`src/rtl/isp_ccm_cfg_ctrl_pkg.sv`:
```
// Shared definitions for the CCM configuration controller: coefficient
// indices, identity-matrix default and the apply-sequencer state encoding.
package isp_ccm_cfg_ctrl_pkg;

    localparam int CCM_RR = 0;
    localparam int CCM_RG = 1;
    localparam int CCM_RB = 2;
    localparam int CCM_GR = 3;
    localparam int CCM_GG = 4;
    localparam int CCM_GB = 5;
    localparam int CCM_BR = 6;
    localparam int CCM_BG = 7;
    localparam int CCM_BB = 8;

    localparam int CCM_NUM_COEF = 9;

    // 1.0 under the datapath's >>>10 normalisation
    localparam logic [15:0] CCM_UNITY_DEFAULT = 16'h0400;

    typedef enum logic [1:0] {
        ST_IDLE    = 2'd0,
        ST_PENDING = 2'd1,
        ST_APPLY   = 2'd2
    } ccm_state_e;

    // True for the diagonal entries of the matrix
    function automatic logic is_diag(input int idx);
        return (idx == CCM_RR) || (idx == CCM_GG) || (idx == CCM_BB);
    endfunction

endpackage

```
`src/rtl/isp_vsync_edge.sv`:
```
// Frame-sync front end: registers vsync, flags its rising edge and counts
// frames. Reusable by any frame-synchronous configuration block.
module isp_vsync_edge #(
    parameter int CNT_W = 16
) (
    input  logic             clk,
    input  logic             rst_n,
    input  logic             vsync,
    output logic             vs_rise,
    output logic [CNT_W-1:0] frame_cnt
);

    logic vsync_d;

    // Rising edge is combinational on the current input versus last cycle
    assign vs_rise = vsync & ~vsync_d;

    // Delay register and wrapping frame counter
    always_ff @(posedge clk) begin
        if (!rst_n) begin
            vsync_d   <= 1'b0;
            frame_cnt <= '0;
        end else begin
            vsync_d <= vsync;
            if (vs_rise) begin
                frame_cnt <= frame_cnt + CNT_W'(1);
            end
        end
    end

endmodule

```
`src/rtl/isp_ccm_cfg_ctrl.sv`:
```
// CCM configuration controller. Register-bus writes land in a shadow bank;
// a commit arms a transfer that happens only in the cycle after a frame
// start, so the CCM coefficients never change mid-frame.
// Handshake: cfg_commit is a single-cycle request with no ready; it is
// accepted in IDLE or in the APPLY cycle and ignored while already pending.
module isp_ccm_cfg_ctrl
    import isp_ccm_cfg_ctrl_pkg::*;
#(
    parameter int                 COEF_W = 16,
    parameter logic [COEF_W-1:0]  UNITY  = COEF_W'(CCM_UNITY_DEFAULT),
    parameter int                 CNT_W  = 16
) (
    input  logic              pclk,
    input  logic              rst_n,
    input  logic              cfg_wr_en,
    input  logic [3:0]        cfg_addr,
    input  logic [COEF_W-1:0] cfg_wdata,
    input  logic              cfg_commit,
    input  logic              cfg_bypass,
    input  logic              in_vsync,
    output logic [COEF_W-1:0] m_rr,
    output logic [COEF_W-1:0] m_rg,
    output logic [COEF_W-1:0] m_rb,
    output logic [COEF_W-1:0] m_gr,
    output logic [COEF_W-1:0] m_gg,
    output logic [COEF_W-1:0] m_gb,
    output logic [COEF_W-1:0] m_br,
    output logic [COEF_W-1:0] m_bg,
    output logic [COEF_W-1:0] m_bb,
    output logic              cfg_pending,
    output logic              cfg_done,
    output logic              cfg_addr_err,
    output logic [CNT_W-1:0]  frame_cnt
);

    ccm_state_e        state;
    logic              vs_rise;
    logic              addr_ok;
    logic [COEF_W-1:0] shadow [CCM_NUM_COEF];
    logic [COEF_W-1:0] active [CCM_NUM_COEF];

    function automatic logic [COEF_W-1:0] ident_coef(input int idx);
        return is_diag(idx) ? UNITY : '0;
    endfunction

    isp_vsync_edge #(
        .CNT_W (CNT_W)
    ) u_vsync_edge (
        .clk       (pclk),
        .rst_n     (rst_n),
        .vsync     (in_vsync),
        .vs_rise   (vs_rise),
        .frame_cnt (frame_cnt)
    );

    assign addr_ok = (cfg_addr < 4'(CCM_NUM_COEF));

    // Shadow bank: bus writes at any time, last write wins; bad index flagged
    always_ff @(posedge pclk) begin
        if (!rst_n) begin
            for (int i = 0; i < CCM_NUM_COEF; i++) begin
                shadow[i] <= ident_coef(i);
            end
            cfg_addr_err <= 1'b0;
        end else begin
            if (cfg_wr_en && addr_ok) begin
                shadow[cfg_addr] <= cfg_wdata;
            end
            cfg_addr_err <= cfg_wr_en && !addr_ok;
        end
    end

    // Apply sequencer: arm on commit, wait for frame start, copy in one cycle
    always_ff @(posedge pclk) begin
        if (!rst_n) begin
            state       <= ST_IDLE;
            cfg_pending <= 1'b0;
            cfg_done    <= 1'b0;
            for (int i = 0; i < CCM_NUM_COEF; i++) begin
                active[i] <= ident_coef(i);
            end
        end else begin
            cfg_done <= 1'b0;
            unique case (state)
                ST_IDLE: begin
                    if (cfg_commit) begin
                        state       <= ST_PENDING;
                        cfg_pending <= 1'b1;
                    end
                end
                ST_PENDING: begin
                    if (vs_rise) begin
                        state    <= ST_APPLY;
                        cfg_done <= 1'b1;
                    end
                end
                ST_APPLY: begin
                    // Copies the pre-edge shadow, so a write in this cycle waits
                    for (int i = 0; i < CCM_NUM_COEF; i++) begin
                        active[i] <= cfg_bypass ? ident_coef(i) : shadow[i];
                    end
                    if (cfg_commit) begin
                        state <= ST_PENDING;
                    end else begin
                        state       <= ST_IDLE;
                        cfg_pending <= 1'b0;
                    end
                end
                default: begin
                    state       <= ST_IDLE;
                    cfg_pending <= 1'b0;
                end
            endcase
        end
    end

    assign m_rr = active[CCM_RR];
    assign m_rg = active[CCM_RG];
    assign m_rb = active[CCM_RB];
    assign m_gr = active[CCM_GR];
    assign m_gg = active[CCM_GG];
    assign m_gb = active[CCM_GB];
    assign m_br = active[CCM_BR];
    assign m_bg = active[CCM_BG];
    assign m_bb = active[CCM_BB];

endmodule

```
`config.mk`:
```
export PLATFORM = sky130hd
export DESIGN_NAME = isp_ccm_cfg_ctrl
export DESIGN_NICKNAME = d
export VERILOG_FILES = /design/src/rtl/isp_ccm_cfg_ctrl_pkg.sv /design/src/rtl/isp_vsync_edge.sv /design/src/rtl/isp_ccm_cfg_ctrl.sv
export SDC_FILE = /design/constraint.sdc
export NUM_CORES = 1
export LEC_CHECK = 0
export ABC_CLOCK_PERIOD_IN_PS = 27700
export BUFFER_PORTS_ARGS = -buffer_cell sky130_fd_sc_hd__buf_2
export CORE_UTILIZATION = 60
export DETAILED_ROUTE_END_ITERATION = 10
export GPL_TIMING_DRIVEN = 1
export PLACE_DENSITY_LB_ADDON = 0.3
export SETUP_SLACK_MARGIN = 0.02
export SLEW_MARGIN = 20
export SYNTH_ARGS = -nofsm -noshare
export SYNTH_HDL_FRONTEND = slang
export SYNTH_SLANG_ARGS = --single-unit
```
`constraint.sdc`:
```
create_clock -name pclk -period 27.7 [get_ports pclk]
set_input_delay 2.77 -clock pclk [delete_from_list [all_inputs] [get_ports pclk]]
set_output_delay 2.77 -clock pclk [all_outputs]
set_load 0.005 [all_outputs]
```
==> results.ini <==
[cts]
h-tree-depth = 1
clock_latency_ns = 0.54
hold_buffers = 0
cts_setup_buffers = 0
path_clk_slew_ns = 0.06
tritoncts = done
numCtsBuffers = 30
clock_path_buffers = 3
post_cts_resized = 0
cts_sinks = 310
root_buffer = clkbuf_16

[power]
vdd_drop_max_mv = 0.05284
combPwrFrac_pct = 3.7
power.share.clock_pct = 40.6
power.internal_uw = 774.0
power_density_nw_per_um2 = 69.79
p_seq_share_pct = 55.7
swShare_pct = 20.08
totalPowerFinal_uw = 968.5
netSwitchingPower_uw = 194.5
p_leak_nw = 5.439

[timing]
report.final.slew_viol_count = 0
setup_tns_ns = 0
hold_violations = 0
setup_violations = 0
grt_setup_unrepaired = no
fin_crit_sh_pct = 17.14
fin_crit_ns = 4.747
max_freq_mhz = 210.6
clock-skew-final_ns = 0.008108
worstMarginPinSlew_ns = 1.040
slew_headroom_pct = 30.69

[placed_design]
gp_congestion = 0.7793
port_buffers = 188
dp_hpwl_um = 13800

[die]
initial_core_util_pct = 61.83
die_x_um = 141.5
die_height_um = 141.5
io_pins = 189
coreArea_um2 = 18890
fp.dieArea_um2 = 20030
rows = 50

[synth]
syn_area_per_cell_um2 = 16.07
ys_ff_latch = 310
synth_nets = 754
yosys.area.top_type = edfxtp_1
seq_area_frac_synth_pct = 77.80
syn-instance-count = 727
netlist_area_um2 = 11680
netlist_top_cells_area = edfxtp_1, and2_1, dfxtp_1, xnor2_1, clkbuf_1
yosysTopAreaCellShare_pct = 74.03
synth_cell_types = 38
yosys_warnings = 0

[critical_path]
arrival_ns = 4.92
path_class = input port to register
startpoint_type = input port
critPathRequiredTime_ns = 27.87
reg2reg_from = state[1]
slowest_stage = or2b_1
crit_path_max_incr_delay_ns = 0.60
crit_fanout = 35
crit_path_cell_trace = buf_2, nand2_1, or3_1, nor3_4, or2b_1
critPathLaunch = rst_n
cp-end-kind = register

[global_route]
met2_usage_pct = 35.91
track_usage_pct = 22.81
grt_overflow = 0
use_met1_pct = 31.72
grt_pass1_vias = 5798
grt.busiest_layer = met2
grt_max_degree = 85
grt_util_met3_pct = 5.029
antenna_found_initial = 4
grt_pass1_wl_um = 33440

[hold_path]
hp-start = u_vsync_edge.frame_cnt[15]
hp-class = register to register

[routing]
vias = 6262
via_per_inst = 5.158
route.detailed.drc = 0
drt_iter0_markers = 452
first_pass_iters = 5
wl_um = 22560
antenna_left = 0
wl_per_cell_um = 18.58

[outcome]
status = complete, no violations

[cells_and_area]
syn2layout_area_growth_pct = 18.79
final_nets = 955
drive_above_1_share_pct = 26.26
final_cell_mix = and2_1, edfxtp_1, buf_2, clkbuf_16, dfxtp_1
fillers = 1208
final_common_cell = and2_1

[flow_run]
maxCapViolations = 0

-- layout make-up --
class | instances | area (um2) | share of cell area, %
sequential | 310 | 9089 | 65.49
multi-input combinational | 384 | 2470 | 17.80
timing repair buffer | 198 | 1016 | 7.321
clock buffer | 44 | 844.6 | 6.086
tap | 260 | 325.3 | 2.344
clock inverter | 12 | 112.6 | 0.8115
inverter | 4 | 15.01 | 0.1082
antenna | 2 | 5.005 | 0.03607
-- cells in the mapped netlist, drive strengths merged --
library cell / n
and2: 293
edfxtp: 288
clkbuf: 27
dfxtp: 22
o21ai: 12
nand2: 8
nand2b: 8
nor2: 8
xnor2: 8
a21boi: 5
nand3: 5
or3: 5
and4: 4
inv: 4
nand4: 4
nor2b: 3
nor3: 3
or2b: 3
and4b: 2
buf: 2
nor4: 2
or4: 2
ha: 1
maj3: 1
mux2i: 1
nand4b: 1
nor3b: 1
o21a: 1
o31ai: 1
or2: 1
xor2: 1
-- cell families (layout without fill, tap and decap cells) --
logic type | after synthesis | count (layout) | synth area share [%]
DFF | 310 | 310 | 77.80
and+or+nand+nor | 353 | 353 | 19.05
xor gates and xnor gates | 9 | 9 | 0.6748
other | 0 | 2 | 0
adders and majority gates | 2 | 2 | 0.1928
AOI/OAI and AO/OA | 19 | 19 | 0.9640
muxes | 1 | 1 | 0.08568
buffers and inverters | 33 | 258 | 1.232
-- per-layer routing --
| layer | part of all wire (%) | vias to the layer above |
|---|---|---|
| li1 | - | 2949 |
| met1 | 41 | 2987 |
| met2 | 48 | 281 |
| met3 | 9.1 | 43 |
| met4 | 2.5 | 2 |
| met5 | 0.058 | - |
-- path summary, 6_finish.rpt --
| kind | endpoint | cells after the start | slack [ns] |
|---|---|---|---|
| max | shadow[0][11] | 5 | 22.95 |
| min | u_vsync_edge.frame_cnt[15] | 2 | 0.51 |
| max reg2reg | active[0][32] | 4 | 25.05 |
| min reg2reg | u_vsync_edge.frame_cnt[15] | 2 | 0.51 |
-- power groups by stage --
| stage | clock network, mW | logic (mW) | registers (mW) |
|---|---|---|---|
| final | 0.393 | 0.0354 | 0.540 |
| after global routing | 0.416 | 0.0385 | 0.542 |
| after CTS | 0.398 | 0.0359 | 0.540 |
| after detailed placement | 0 | 0.0357 | 0.550 |
| after global placement | 0 | 0.0346 | 0.549 |
| after floorplan | 0 | 0.0118 | 0.554 |
-- state kept, by name, summed over array words and instances, names as in the netlist --
register and cells:
active 144, shadow 144, u_vsync_edge.frame_cnt 16, state 2, cfg_addr_err 1, cfg_done 1, cfg_pending 1, u_vsync_edge.vsync_d 1
-- per-stage QoR --
| step | instances | setup WS [ns] | hold WS (ns) | instance area, um2 | util [%] |
|---|---|---|---|---|---|
| floorplan | 727 | 16.38 | 0.4671 | 11680 | - |
| global placement | 1156 | 22.30 | 0.4706 | 12910 | 68.31 |
| detailed placement | 1156 | 22.09 | 0.4839 | 12910 | 68.33 |
| CTS | 1212 | 22.66 | 0.5052 | 13870 | 73.40 |
| global route | 1213 | 22.76 | 0.5294 | 13870 | 73.44 |
| finish | 1214 | 22.95 | 0.5056 | 13880 | 73.45 |
-- critical path: cells and delay by family --
kind	cells	cell delay, ns
buffers and inverters	1	0.47
and+or+nand+nor	4	1.67
(Power assumes the default switching activity.)
